[src/rtl/ras_ckpt.sv]
// ras_ckpt: return-address stack for the frontend predictor.
//   Circular storage of Depth entries. Depth must be 2 or more and need not be a power of two.
//   When the stack is full, a push overwrites the oldest entry.
//   A push and a pop in the same cycle replace the top entry (coroutine call).
//   A single-level snapshot holds the pointer, the count and the top entry.
//   Restoring the snapshot repairs the stack after a mispredict.
// Ports:
//   clk_i        clock, all state changes on the rising edge
//   rst_i        asynchronous reset, active-high
//   flush_i      empty the stack and clear the snapshot
//   push_i       push push_addr_i (call)
//   pop_i        pop the top entry (return)
//   push_addr_i  return address to push
//   ckpt_i       capture a snapshot of the current state
//   restore_i    restore state from the snapshot
//   top_valid_o  stack is non-empty
//   top_addr_o   top entry, 0 when empty
//   count_o      occupancy, 0..Depth
//   overflow_o   one-cycle pulse: a push overwrote the oldest entry
//   underflow_o  one-cycle pulse: a pop was attempted on an empty stack
module ras_ckpt #(
  parameter  int Depth = 2,
  parameter  int VLEN  = 64,
  localparam int PtrW  = $clog2(Depth),
  localparam int CntW  = $clog2(Depth + 1)
) (
  input  logic            clk_i,
  input  logic            rst_i,
  input  logic            flush_i,
  input  logic            push_i,
  input  logic            pop_i,
  input  logic [VLEN-1:0] push_addr_i,
  input  logic            ckpt_i,
  input  logic            restore_i,
  output logic            top_valid_o,
  output logic [VLEN-1:0] top_addr_o,
  output logic [CntW-1:0] count_o,
  output logic            overflow_o,
  output logic            underflow_o
);

  if (Depth < 2) begin : g_depth_check
    $fatal(1, "ras_ckpt: Depth must be 2 or more");
  end

  localparam logic [PtrW-1:0] LastIdx = PtrW'(Depth - 1);
  localparam logic [CntW-1:0] FullCnt = CntW'(Depth);

  // Explicit wrap: the pointer range is 0..Depth-1, not 0..2^PtrW-1.
  function automatic logic [PtrW-1:0] ptr_inc(input logic [PtrW-1:0] p);
    return (p == LastIdx) ? '0 : p + PtrW'(1);
  endfunction

  function automatic logic [PtrW-1:0] ptr_dec(input logic [PtrW-1:0] p);
    return (p == '0) ? LastIdx : p - PtrW'(1);
  endfunction

  logic [VLEN-1:0] mem [Depth];
  logic [PtrW-1:0] tp_q, tp_d;
  logic [CntW-1:0] cnt_q, cnt_d;
  logic [PtrW-1:0] snap_tp_q;
  logic [CntW-1:0] snap_cnt_q;
  logic [VLEN-1:0] snap_top_q;
  logic            ovf_q, ovf_d;
  logic            unf_q, unf_d;

  logic            wr_en;
  logic [PtrW-1:0] wr_idx;
  logic [VLEN-1:0] wr_data;
  logic            snap_ld;
  logic            snap_clr;
  logic [VLEN-1:0] top_entry;

  assign top_entry = mem[tp_q];

  always_comb begin
    tp_d     = tp_q;
    cnt_d    = cnt_q;
    wr_en    = 1'b0;
    wr_idx   = tp_q;
    wr_data  = push_addr_i;
    ovf_d    = 1'b0;
    unf_d    = 1'b0;
    snap_ld  = 1'b0;
    snap_clr = 1'b0;
    if (flush_i) begin
      tp_d     = '0;
      cnt_d    = '0;
      snap_clr = 1'b1;
    end else if (restore_i) begin
      // The saved top entry is written back because a push after the
      // checkpoint may have reused that slot.
      tp_d    = snap_tp_q;
      cnt_d   = snap_cnt_q;
      wr_en   = 1'b1;
      wr_idx  = snap_tp_q;
      wr_data = snap_top_q;
    end else begin
      if (push_i && pop_i) begin
        wr_en = 1'b1;
        if (cnt_q == '0) cnt_d = CntW'(1);
      end else if (push_i) begin
        tp_d   = ptr_inc(tp_q);
        wr_en  = 1'b1;
        wr_idx = ptr_inc(tp_q);
        if (cnt_q == FullCnt) ovf_d = 1'b1;
        else                  cnt_d = cnt_q + CntW'(1);
      end else if (pop_i) begin
        if (cnt_q != '0) begin
          tp_d  = ptr_dec(tp_q);
          cnt_d = cnt_q - CntW'(1);
        end else begin
          unf_d = 1'b1;
        end
      end
      // The snapshot takes the state as it was before this cycle's push or pop.
      snap_ld = ckpt_i;
    end
  end

  always_ff @(posedge clk_i or posedge rst_i) begin
    if (rst_i) begin
      for (int i = 0; i < Depth; i++) mem[i] <= '0;
    end else if (wr_en) begin
      mem[wr_idx] <= wr_data;
    end
  end

  always_ff @(posedge clk_i or posedge rst_i) begin
    if (rst_i) begin
      tp_q       <= '0;
      cnt_q      <= '0;
      snap_tp_q  <= '0;
      snap_cnt_q <= '0;
      snap_top_q <= '0;
      ovf_q      <= 1'b0;
      unf_q      <= 1'b0;
    end else begin
      tp_q  <= tp_d;
      cnt_q <= cnt_d;
      ovf_q <= ovf_d;
      unf_q <= unf_d;
      if (snap_clr) begin
        snap_tp_q  <= '0;
        snap_cnt_q <= '0;
        snap_top_q <= '0;
      end else if (snap_ld) begin
        snap_tp_q  <= tp_q;
        snap_cnt_q <= cnt_q;
        snap_top_q <= top_entry;
      end
    end
  end

  assign top_valid_o = (cnt_q != '0);
  assign top_addr_o  = top_valid_o ? top_entry : '0;
  assign count_o     = cnt_q;
  assign overflow_o  = ovf_q;
  assign underflow_o = unf_q;

endmodule

[config.mk]
export PLATFORM = sky130hd
export DESIGN_NAME = ras_ckpt
export DESIGN_NICKNAME = d
export VERILOG_FILES = /design/src/rtl/ras_ckpt.sv
export SDC_FILE = /design/constraint.sdc
export NUM_CORES = 1
export LEC_CHECK = 0
export CAP_MARGIN = 40
export CORE_ASPECT_RATIO = 0.75
export CORE_MARGIN = 8
export CORE_UTILIZATION = 45
export CTS_BUF_LIST = sky130_fd_sc_hd__clkbuf_16
export DETAILED_ROUTE_END_ITERATION = 16
export HOLD_SLACK_MARGIN = 0.12
export PLACE_DENSITY = 0.78
export SYNTH_ARGS = -nofsm -noshare
export SYNTH_HDL_FRONTEND = slang
export SYNTH_SLANG_ARGS = --single-unit
[constraint.sdc]
create_clock -name clk_i -period 8.35 [get_ports clk_i]
set_input_delay 0.835 -clock clk_i [delete_from_list [all_inputs] [get_ports clk_i]]
set_output_delay 0.835 -clock clk_i [all_outputs]
set_load 0.01 [all_outputs]
; Word-level counts from Yosys, hierarchy flattened
; Cells that the tools add are included.
[op_classes]
n_reduce_logical = 11
n_eq_ne = 4
order_cmp = 3
n_bitwise = 2
add_sub_neg = 4
mux = 53
[ops]
columns = cell, n
row1 = 64-bit two-way mux, 9
row2 = 128-bit bitwise mux, 1
row3 = 64-bit demux with 1-bit select, 1
row4 = 1-bit two-way mux, 32
row5 = 2-bit two-way mux, 10
row6 = 5-bit nonzero test, 2
row7 = 4-bit nonzero test, 2
row8 = "5-bit inequality test, second input constant", 1
row9 = "2-bit greater-or-equal comparator, second input constant", 2
row10 = "4-bit by 3-bit inequality test with 1-bit output, second input constant", 1
row11 = 1-bit inverter with 2-bit output, 2
row12 = 4-bit AND reduction, 1
row13 = 2-bit nonzero test, 2
row14 = "3-bit inequality test, second input constant", 1
row15 = 3-bit AND reduction, 1
row16 = "2-bit by 1-bit adder with 2-bit output, second input constant", 1
row17 = "2-bit == test, second input constant", 1
row18 = 1-bit logical AND, 2
row19 = 2-bit zero test, 1
row20 = "2-bit by 1-bit less-than comparator with 1-bit output, second input constant", 1
row21 = "2-bit by 1-bit subtractor with 2-bit output, second input constant", 1
row22 = "1-bit adder, second input constant", 1
row23 = "1-bit subtractor, second input constant", 1
[totals]
ff_bits = 200
inputBits = 71
output_inout_bits = 69

; Logic depth before layout (Yosys ltp)
; Gate-level depths: netlist of the first run.
[depth]
depth_word = 12
depth_mapped = 8

; Worst setup path before layout of the first run
; No wires, ideal clock.
[synth_path]
path_type = reg-to-output
start = register cnt_q[0], in the netlist count_o[0]
end = output port top_addr_o[13]
arrival_ps = 1390
stages_incl_launch_ff = 6
required_time_ps = 7515
path_slack_ps = 6125
path_buffers = 3
cell_sequence = dfrtp_1 -> clkbuf_1 -> nor2_1 -> clkbuf_1 -> clkbuf_1 -> nor2_1
[synth_between]
elab_chain_len = 2
[synth_lines]
columns = element, line_no
row1 = start: declaration, 60  ; logic [CntW-1:0] cnt_q, cnt_d;
row2 = start signal: assignment, 140  ; cnt_q <= cnt_d;
row3 = 2-bit nonzero test, 155  ; assign top_valid_o = (cnt_q != '0);
row4 = 64-bit two-way mux, 156  ; assign top_addr_o = top_valid_o ? top_entry : '0;
row5 = end: declaration, 36  ; output logic [VLEN-1:0] top_addr_o,
; Every way passes these cells.

; Worst setup path after layout of the first run
[layout_path]
start = register tp_q
end = output port top_addr_o[63]
[layout_between]
elab_chain_len = 5
[layout_lines]
columns = element, line_no
row1 = start: declaration, 59  ; logic [PtrW-1:0] tp_q, tp_d;
row2 = start signal: assignment, 139  ; tp_q <= tp_d;
row3 = 1-bit inverter with 2-bit output (implied by the code), 74  ; assign top_entry = mem[tp_q];
row4 = 64-bit two-way mux (implied by the code) (3 in a row), 74
row5 = 64-bit two-way mux, 156
; Every way passes these cells. The select of a mux whose other input is x is not followed.

==> results of run 1 <==
per-stage QoR:
| step | setup WS, ns | util | std cells | total power [uW] | hold WS (ns) |
|---|---|---|---|---|---|
| CTS | 4.45 | 0.569 | 1257 | 2630 | 0.484 |
| finish | 4.54 | 0.569 | 1257 | 2600 | 0.478 |
| floorplan | 2.06 | - | 888 | 1550 | 0.448 |
| detailed placement | 4.78 | 0.538 | 1225 | 1780 | 0.469 |
| global route | 4.41 | 0.569 | 1257 | 2740 | 0.499 |
| global placement | 4.86 | 0.535 | 1223 | 1760 | 0.460 |
where the power goes:
group          total (uW)  leakage [uW]  switching [uW]  internal (uW)
combinational         527       0.00208             285            242
sequential           1230       0.00252            94.0           1140
clock                 846      0.000286             373            473
total                2600       0.00488             752           1850
cell families after synthesis:
kind of cell,Yosys count,synth area share
multiplexers,128,0.145
buffers and inverters,73,0.0422
flip-flops,200,0.566
AO/OA/AOI/OAI,212,0.126
AND/OR/NAND/NOR,274,0.119
XOR/XNOR,1,0.00184
synth_stat cells (all sizes together):
library cell	count	share of area
nor4	2	0.0014
a21oi	69	0.039
o21a	1	0.00085
a311oi	1	0.00099
a221o	1	0.0011
a31oi	1	0.00071
inv	6	0.0025
nand3b	1	0.00085
o41ai	1	0.0018
mux2i	128	0.14
nand2	136	0.058
xor2	1	0.0018
buf	45	0.030
clkbuf	22	0.0099
a32o	3	0.0034
a32oi	1	0.00099
nor4b	1	0.00099
nor2	132	0.056
dfrtp	200	0.57
o311ai	1	0.00099
nor2b	2	0.0014
a311o	1	0.0011
o21ai	132	0.075
worst max-delay path by stage:
stage,endpoint,depth (start not counted),startpoint
floorplan,count_o[0],1,rst_i
global placement,mem[68],6,flush_i
detailed placement,mem[119],6,flush_i
CTS,top_addr_o[63],4,tp_q
global route,top_addr_o[63],4,tp_q
finish,top_addr_o[63],4,tp_q
worst register-to-register path: cells and delay by family, from the launching register on:
kind                      cells  cell delay [ns]
xor gates and xnor gates      1             0.27
AOI/OAI and AO/OA             2             0.64
DFF                           1             0.79
buffers and inverters         2             1.33
layout make-up:
type / count / area [sq um] / share of cell area
clock buffers: 17 / 425 / 0.0387
inverters: 6 / 30.0 / 0.00273
flip-flops and latches: 200 / 5010 / 0.456
clock inverters: 15 / 176 / 0.0161
repair buffers: 151 / 1510 / 0.138
multi-input cells: 615 / 3520 / 0.320
well taps: 253 / 317 / 0.0288
flip-flops by register name, summed over array words and instances, names as in the netlist:
register / flops
tp_q: 1
mem: 128
snap_top_q: 64
snap_tp_q: 1
underflow_o: 1
overflow_o: 1
count_o: 2
snap_cnt_q: 2
layer usage:
| layer | vias to the layer above | global-route usage |
|---|---|---|
| met2 | 167 | 0.269 |
| li1 | 3202 | - |
| met5 | - | 0 |
| met1 | 3162 | 0.253 |
| met4 | 0 | 0.0480 |
| met3 | 18 | 0.0405 |
==> run metrics, run 1 <==
status completed; hold depth 2; total CTS buffers 17; unrepaired setup endpoints after global routing false; ratio of cells with drive above 1 in the final layout 0.0518; final wirelength 21200 um; hold_buf cts 0; TritonCTS clock tree built; Setup crit start kind flop; worst path arrival time 2.97 ns; crit path kind reg -> out; final RePlAce weighted congestion 0.752; antenna violations before repair 0; Remaining DRCs 0; Post-DRT Antenna Nets 0; Worst slew margin 0.432; WHS Endpoint snap_top_q[34]; root buffer cell clkbuf_16; static leakage 0.00488 uW; Crit-path slowest cell dfrtp_4; nets 1062; Pins Over Slew Limit 0; r2r worst-path depth 5; min Tclk post-route 3.81 ns; Die X 178 um; die height 137 um; Hold Crit Class reg -> reg; Total GRT Usage 0.178; vias in the first global route 6586; clk buf depth 2; final std cell area, no fill 0.0110 sq mm; Hold Vio Cnt, Final 0; CTS sink count 200; worst-path cell chain buf_4, mux2i_1, nor2_1, clkdlybuf4s50_1; met2 WL 9400 um; Worst-Margin Slew 0.850 ns; # setup viols final 0; CP endpoint kind output port; largest net degree at the start of global routing 121; maxcap violations 0; DRT iter0 DRCs 617; Cell Rows 44; Placeable Area 0.0193 sq mm; post-DR vias/cell 5.21; Avg Cell Area, Syn 9.95 sq um; crit path buf inv count 2; via count 6549; clk_skew 0.00988 ns; H-tree depth 4; worst hold path startpoint snap_top_q[34]; fillers 1669; commonest cells after routing, fill and taps aside dfrtp_1, clkdlybuf4s50_1, nand2_1; I/O Pins 140; router iterations before antenna repair 5; P per Cell Area 237 mW/mm^2; critical path's top delay family buffers and inverters; Post-Syn Area 0.00884 sq mm; fin crit share 0.456; area grow syn2layout 24.3%; Met3 Wirelength 1190 um; reg2reg start tp_q; diode count 0; Area after DPL 0.0104 sq mm; Clk pin slew, worst setup/hold paths 0.07 ns; syn_nets 959; final setup TNS 0 ns; worst vdd ir 0.000127 V; first-pass GRT wire length 34600 um; synth warn 0; M1 wire length 10400 um; DR WL/cell 16.9 um; post-cts gate resize count 0; Starting Density 0.457; WP data required 7.52 ns; largest stage delay on the critical path 0.79 ns; die area 0.0244 sq mm; most common cell after layout, fill and taps aside dfrtp_1; dpl hpwl 13700 um; Seq/Total Area, Yosys 0.566; maximum clock frequency 263 MHz; clk_lat worst skew 0.43 ns; R2R setup slack 5.18 ns; crit-path max FO 40; Syn Inst Count 888; grt total ovfl 0; flops & latches, synth 200; Max Used Layer met4; synth unique cells 31; Worst R2R End mem[118]; setup repair bufs after CTS 0; Port Buffers 139
Note: power is estimated with default switching activity, not from simulation.
==> run 2, diff against run 1 <==
==> constraint.sdc (replaced) <==
create_clock -name clk_i -period 3.63 [get_ports clk_i]
set_input_delay 0.363 -clock clk_i [delete_from_list [all_inputs] [get_ports clk_i]]
set_output_delay 0.363 -clock clk_i [all_outputs]
set_load 0.01 [all_outputs]
==> run metrics, run 2 (synthesized netlist as in run 1, its figures left out) <==
static leakage 0.00488 uW; Clk pin slew, worst setup/hold paths 0.07 ns; Hold Vio Cnt, Final 0; largest net degree at the start of global routing 171; worst vdd ir 0.000298 V; commonest cells after routing, fill and taps aside dfrtp_1, clkdlybuf4s50_1, nand2_1; WP data required 3.27 ns; fin crit share 0.807; Util after Layout 0.568; Cell Rows 44; Port Buffers 139; first-pass GRT wire length 35200 um; router iterations before antenna repair 4; Starting Density 0.457; area grow syn2layout 24.2%; Setup crit start kind flop; setup repair bufs after CTS 0; final RePlAce weighted congestion 0.770; vias in the first global route 6594; H-tree depth 4; DRT iter0 DRCs 597; Crit-path slowest cell dfrtp_4; antenna violations before repair 0; CP endpoint kind output port; final std cells w/o fill 1257; final wirelength 21500 um; via count 6593; crit path buf inv count 2; Largest register FFs 128; worst setup margin 0.700 ns; most common cell after layout, fill and taps aside dfrtp_1; clk buf depth 2; total power 5880 uW; post-DR vias/cell 5.25; ratio of cells with drive above 1 in the final layout 0.0508; multi-input logic area 0.00352 sq mm; worst-path cell chain buf_4, mux2i_1, nor2_1, clkdlybuf4s50_1; TritonCTS clock tree built; dpl ws 0.959 ns; largest registers mem x128, snap_top_q x64; I/O Pins 140; clk_skew 0.0101 ns; hold_buf cts 0; Worst-Margin Slew 0.967 ns; crit path kind reg -> out; Placeable Area 0.0193 sq mm; post-cts gate resize count 0; Remaining DRCs 0; DR WL/cell 17.1 um; post-placement cell count 1226; maxcap violations 0; fillers 1660; Total GRT Usage 0.183; crit-path max FO 31; Die X 178 um; status completed; diode count 0; Hold Crit Class in -> async; die height 137 um; P per Cell Area 536 mW/mm^2; critical path's top delay family buffers and inverters; Worst slew margin 0.356; min Tclk post-route 2.93 ns; final setup TNS 0 ns; Post-DRT Antenna Nets 0; nets 1063; root buffer cell clkbuf_16; grt total ovfl 0; unrepaired setup endpoints after global routing false; Pins Over Slew Limit 0; die area 0.0244 sq mm; CTS sink count 200; total CTS buffers 17; # setup viols final 0; dpl hpwl 13900 um; largest stage delay on the critical path 0.83 ns; sequential cell area 0.00501 sq mm; maximum clock frequency 341 MHz; Biggest register mem; worst path arrival time 2.57 ns; clk_lat worst skew 0.43 ns
[run 2: final cells by class]
class	instances	area share
timing repair buffer	152	0.141
clock buffer	17	0.0388
multi-input combinational	615	0.320
tap	253	0.0288
clock inverter	14	0.0120
inverter	6	0.00239
sequential	200	0.456
[run 2: report_power, final]
| part | total (uW) | switching [uW] | internal (uW) |
|---|---|---|---|
| clock network | 1830 | 821 | 1000 |
| logic | 1230 | 666 | 565 |
| registers | 2830 | 214 | 2610 |
| total | 5880 | 1700 | 4180 |
[run 2: worst paths after layout]
kind / start / endpoint / slack (ns) / cells after the start
worst max register to register: tp_q / mem[73] / 1.21 / 4
worst min register to register: mem[82] / mem[82] / 0.48 / 2
worst min-delay path: rst_i / mem[87] / 0.41 / 3
worst max-delay path: tp_q / top_addr_o[55] / 0.70 / 4
min in group clk_i: mem[82] / mem[82] / 0.48 / 2
max in group asynchronous: rst_i / tp_q / 2.25 / 3
[run 2: metrics by stage]
step	cell area (sq um)	hold slack, ns
floorplan	8840	0.448
global placement	10400	0.460
detailed placement	10400	0.469
CTS	11000	0.414
global route	11000	0.446
finish	11000	0.410
[run 2: worst min-delay path, stage by stage]
cell and delay (ns):
clkdlybuf4s50_1 0.44, clkinvlp_4 0.10, buf_4 0.34
[run 2: metal layers]
metal	wire, um	track usage
met4	184	0.0462
met2	9630	0.275
met5	0	0
met3	1300	0.0460
met1	10400	0.261
==> run 3, diff against run 2 <==
--- a/config.mk
+++ b/config.mk
@@ -12,7 +12,7 @@
 export CTS_BUF_LIST = sky130_fd_sc_hd__clkbuf_16
 export DETAILED_ROUTE_END_ITERATION = 16
 export HOLD_SLACK_MARGIN = 0.12
-export PLACE_DENSITY = 0.78
+export PLACE_DENSITY = 0.8
 export SYNTH_ARGS = -nofsm -noshare
 export SYNTH_HDL_FRONTEND = slang
 export SYNTH_SLANG_ARGS = --single-unit
==> constraint.sdc (replaced) <==
create_clock -name clk_i -period 2.55 [get_ports clk_i]
set_input_delay 0.255 -clock clk_i [delete_from_list [all_inputs] [get_ports clk_i]]
set_output_delay 0.255 -clock clk_i [all_outputs]
set_load 0.01 [all_outputs]
==> run metrics, run 3 (synthesized netlist as in run 1, its figures left out) <==
status completed; ratio of cells with drive above 1 in the final layout 0.0665; Hold Crit Class in -> async; crit path kind reg -> out; WP data required 2.30 ns; I/O Pins 140; fin crit share 0.953; crit path buf inv count 2; clk_lat worst skew 0.43 ns; Worst-Margin Slew 0.554 ns; Die X 178 um; reg2reg start tp_q; grt total ovfl 0; post-DR vias/cell 5.29; min Tclk post-route 2.43 ns; Hold Vio Cnt, Final 0; clk_skew 0.0146 ns; CP endpoint kind output port; largest net degree at the start of global routing 97; Worst slew margin 0.630; Cell Rows 44; die height 137 um; largest stage delay on the critical path 0.61 ns; Placeable Area 0.0193 sq mm; final std cell area, no fill 0.0112 sq mm; DR WL/cell 17.8 um; Area after DPL 0.0106 sq mm; final wirelength 22600 um; router iterations before antenna repair 5; critical path's top delay family buffers and inverters; dpl hpwl 14700 um; final RePlAce weighted congestion 0.792; maximum clock frequency 412 MHz; most common cell after layout, fill and taps aside dfrtp_1; fillers 1620; Setup crit start kind flop; worst path arrival time 2.17 ns; nets 1082; worst-path cell chain buf_4, mux2i_1, nor2_1, clkdlybuf4s50_1; Post-DRT Antenna Nets 0; commonest cells after routing, fill and taps aside dfrtp_1, clkdlybuf4s50_1, nand2_1; # setup viols final 0; Total GRT Usage 0.191; Largest register FFs 128; Biggest register mem; via count 6744; Util after Layout 0.580; diode count 0; total CTS buffers 17; Crit-path slowest cell dfrtp_4; crit-path max FO 15; Port Buffers 139; first-pass GRT wire length 36800 um; Remaining DRCs 0; vias in the first global route 6921; final setup TNS 0 ns; Clk pin slew, worst setup/hold paths 0.07 ns; DRT iter0 DRCs 563; die area 0.0244 sq mm; worst vdd ir 0.000391 V; TritonCTS clock tree built; Pins Over Slew Limit 0; area grow syn2layout 26.8%; largest registers mem x128, snap_top_q x64; post-cts gate resize count 0; H-tree depth 4; P per Cell Area 760 mW/mm^2; static leakage 0.00501 uW; root buffer cell clkbuf_16; total power 8520 uW; unrepaired setup endpoints after global routing false; clk buf depth 2; Critical Path Start tp_q; antenna violations before repair 0; CTS sink count 200; maxcap violations 0; Starting Density 0.457
## run 3: power breakdown
group	total (uW)	internal (uW)	switching, uW
registers	4030	3720	310
logic	1830	845	984
clock network	2650	1510	1140
total	8520	6080	2440
## run 3: final timing paths
kind	depth (start not counted)	to	slack (ns)
worst max-delay path	4	top_addr_o[60]	0.12
worst min-delay path	2	snap_top_q[20]	0.23
worst max register to register	6	mem[98]	0.35
worst min register to register	2	snap_top_q[8]	0.48
max in group asynchronous	3	mem[124]	1.58
min in group clk_i	2	snap_top_q[8]	0.48
## run 3: timing repair
action                     CTS  global route
buffers inserted             1             5
pin swaps                    0             0
hold buffers                 0             0
setup endpoints to repair   46            10
cloned                       0             0
## run 3: cell type report
class | instances | area [sq um] | area share
Clock buffer | 17 | 425 | 0.0380
Clock inverter | 13 | 141 | 0.0126
Inverter | 6 | 26.3 | 0.00234
Multi-Input combinational cell | 615 | 3520 | 0.314
Sequential cell | 200 | 5010 | 0.447
Tap cell | 253 | 317 | 0.0282
Timing Repair Buffer | 171 | 1770 | 0.158
## run 3: stage by stage
step,hold WS (ns),instances,worst slack (ns)
finish,0.231,1275,0.120
global route,0.257,1275,0.0149
CTS,0.230,1270,0.0224
detailed placement,0.469,1239,0.229
global placement,0.459,1239,0.329
floorplan,0.385,888,-0.293
## run 3: layer usage
layer	global-route usage	vias up	wire length, um
li1	-	3240	-
met1	0.269	3278	10900
met2	0.293	217	10000
met3	0.0512	9	1580
met4	0.0374	0	99
met5	0	-	0
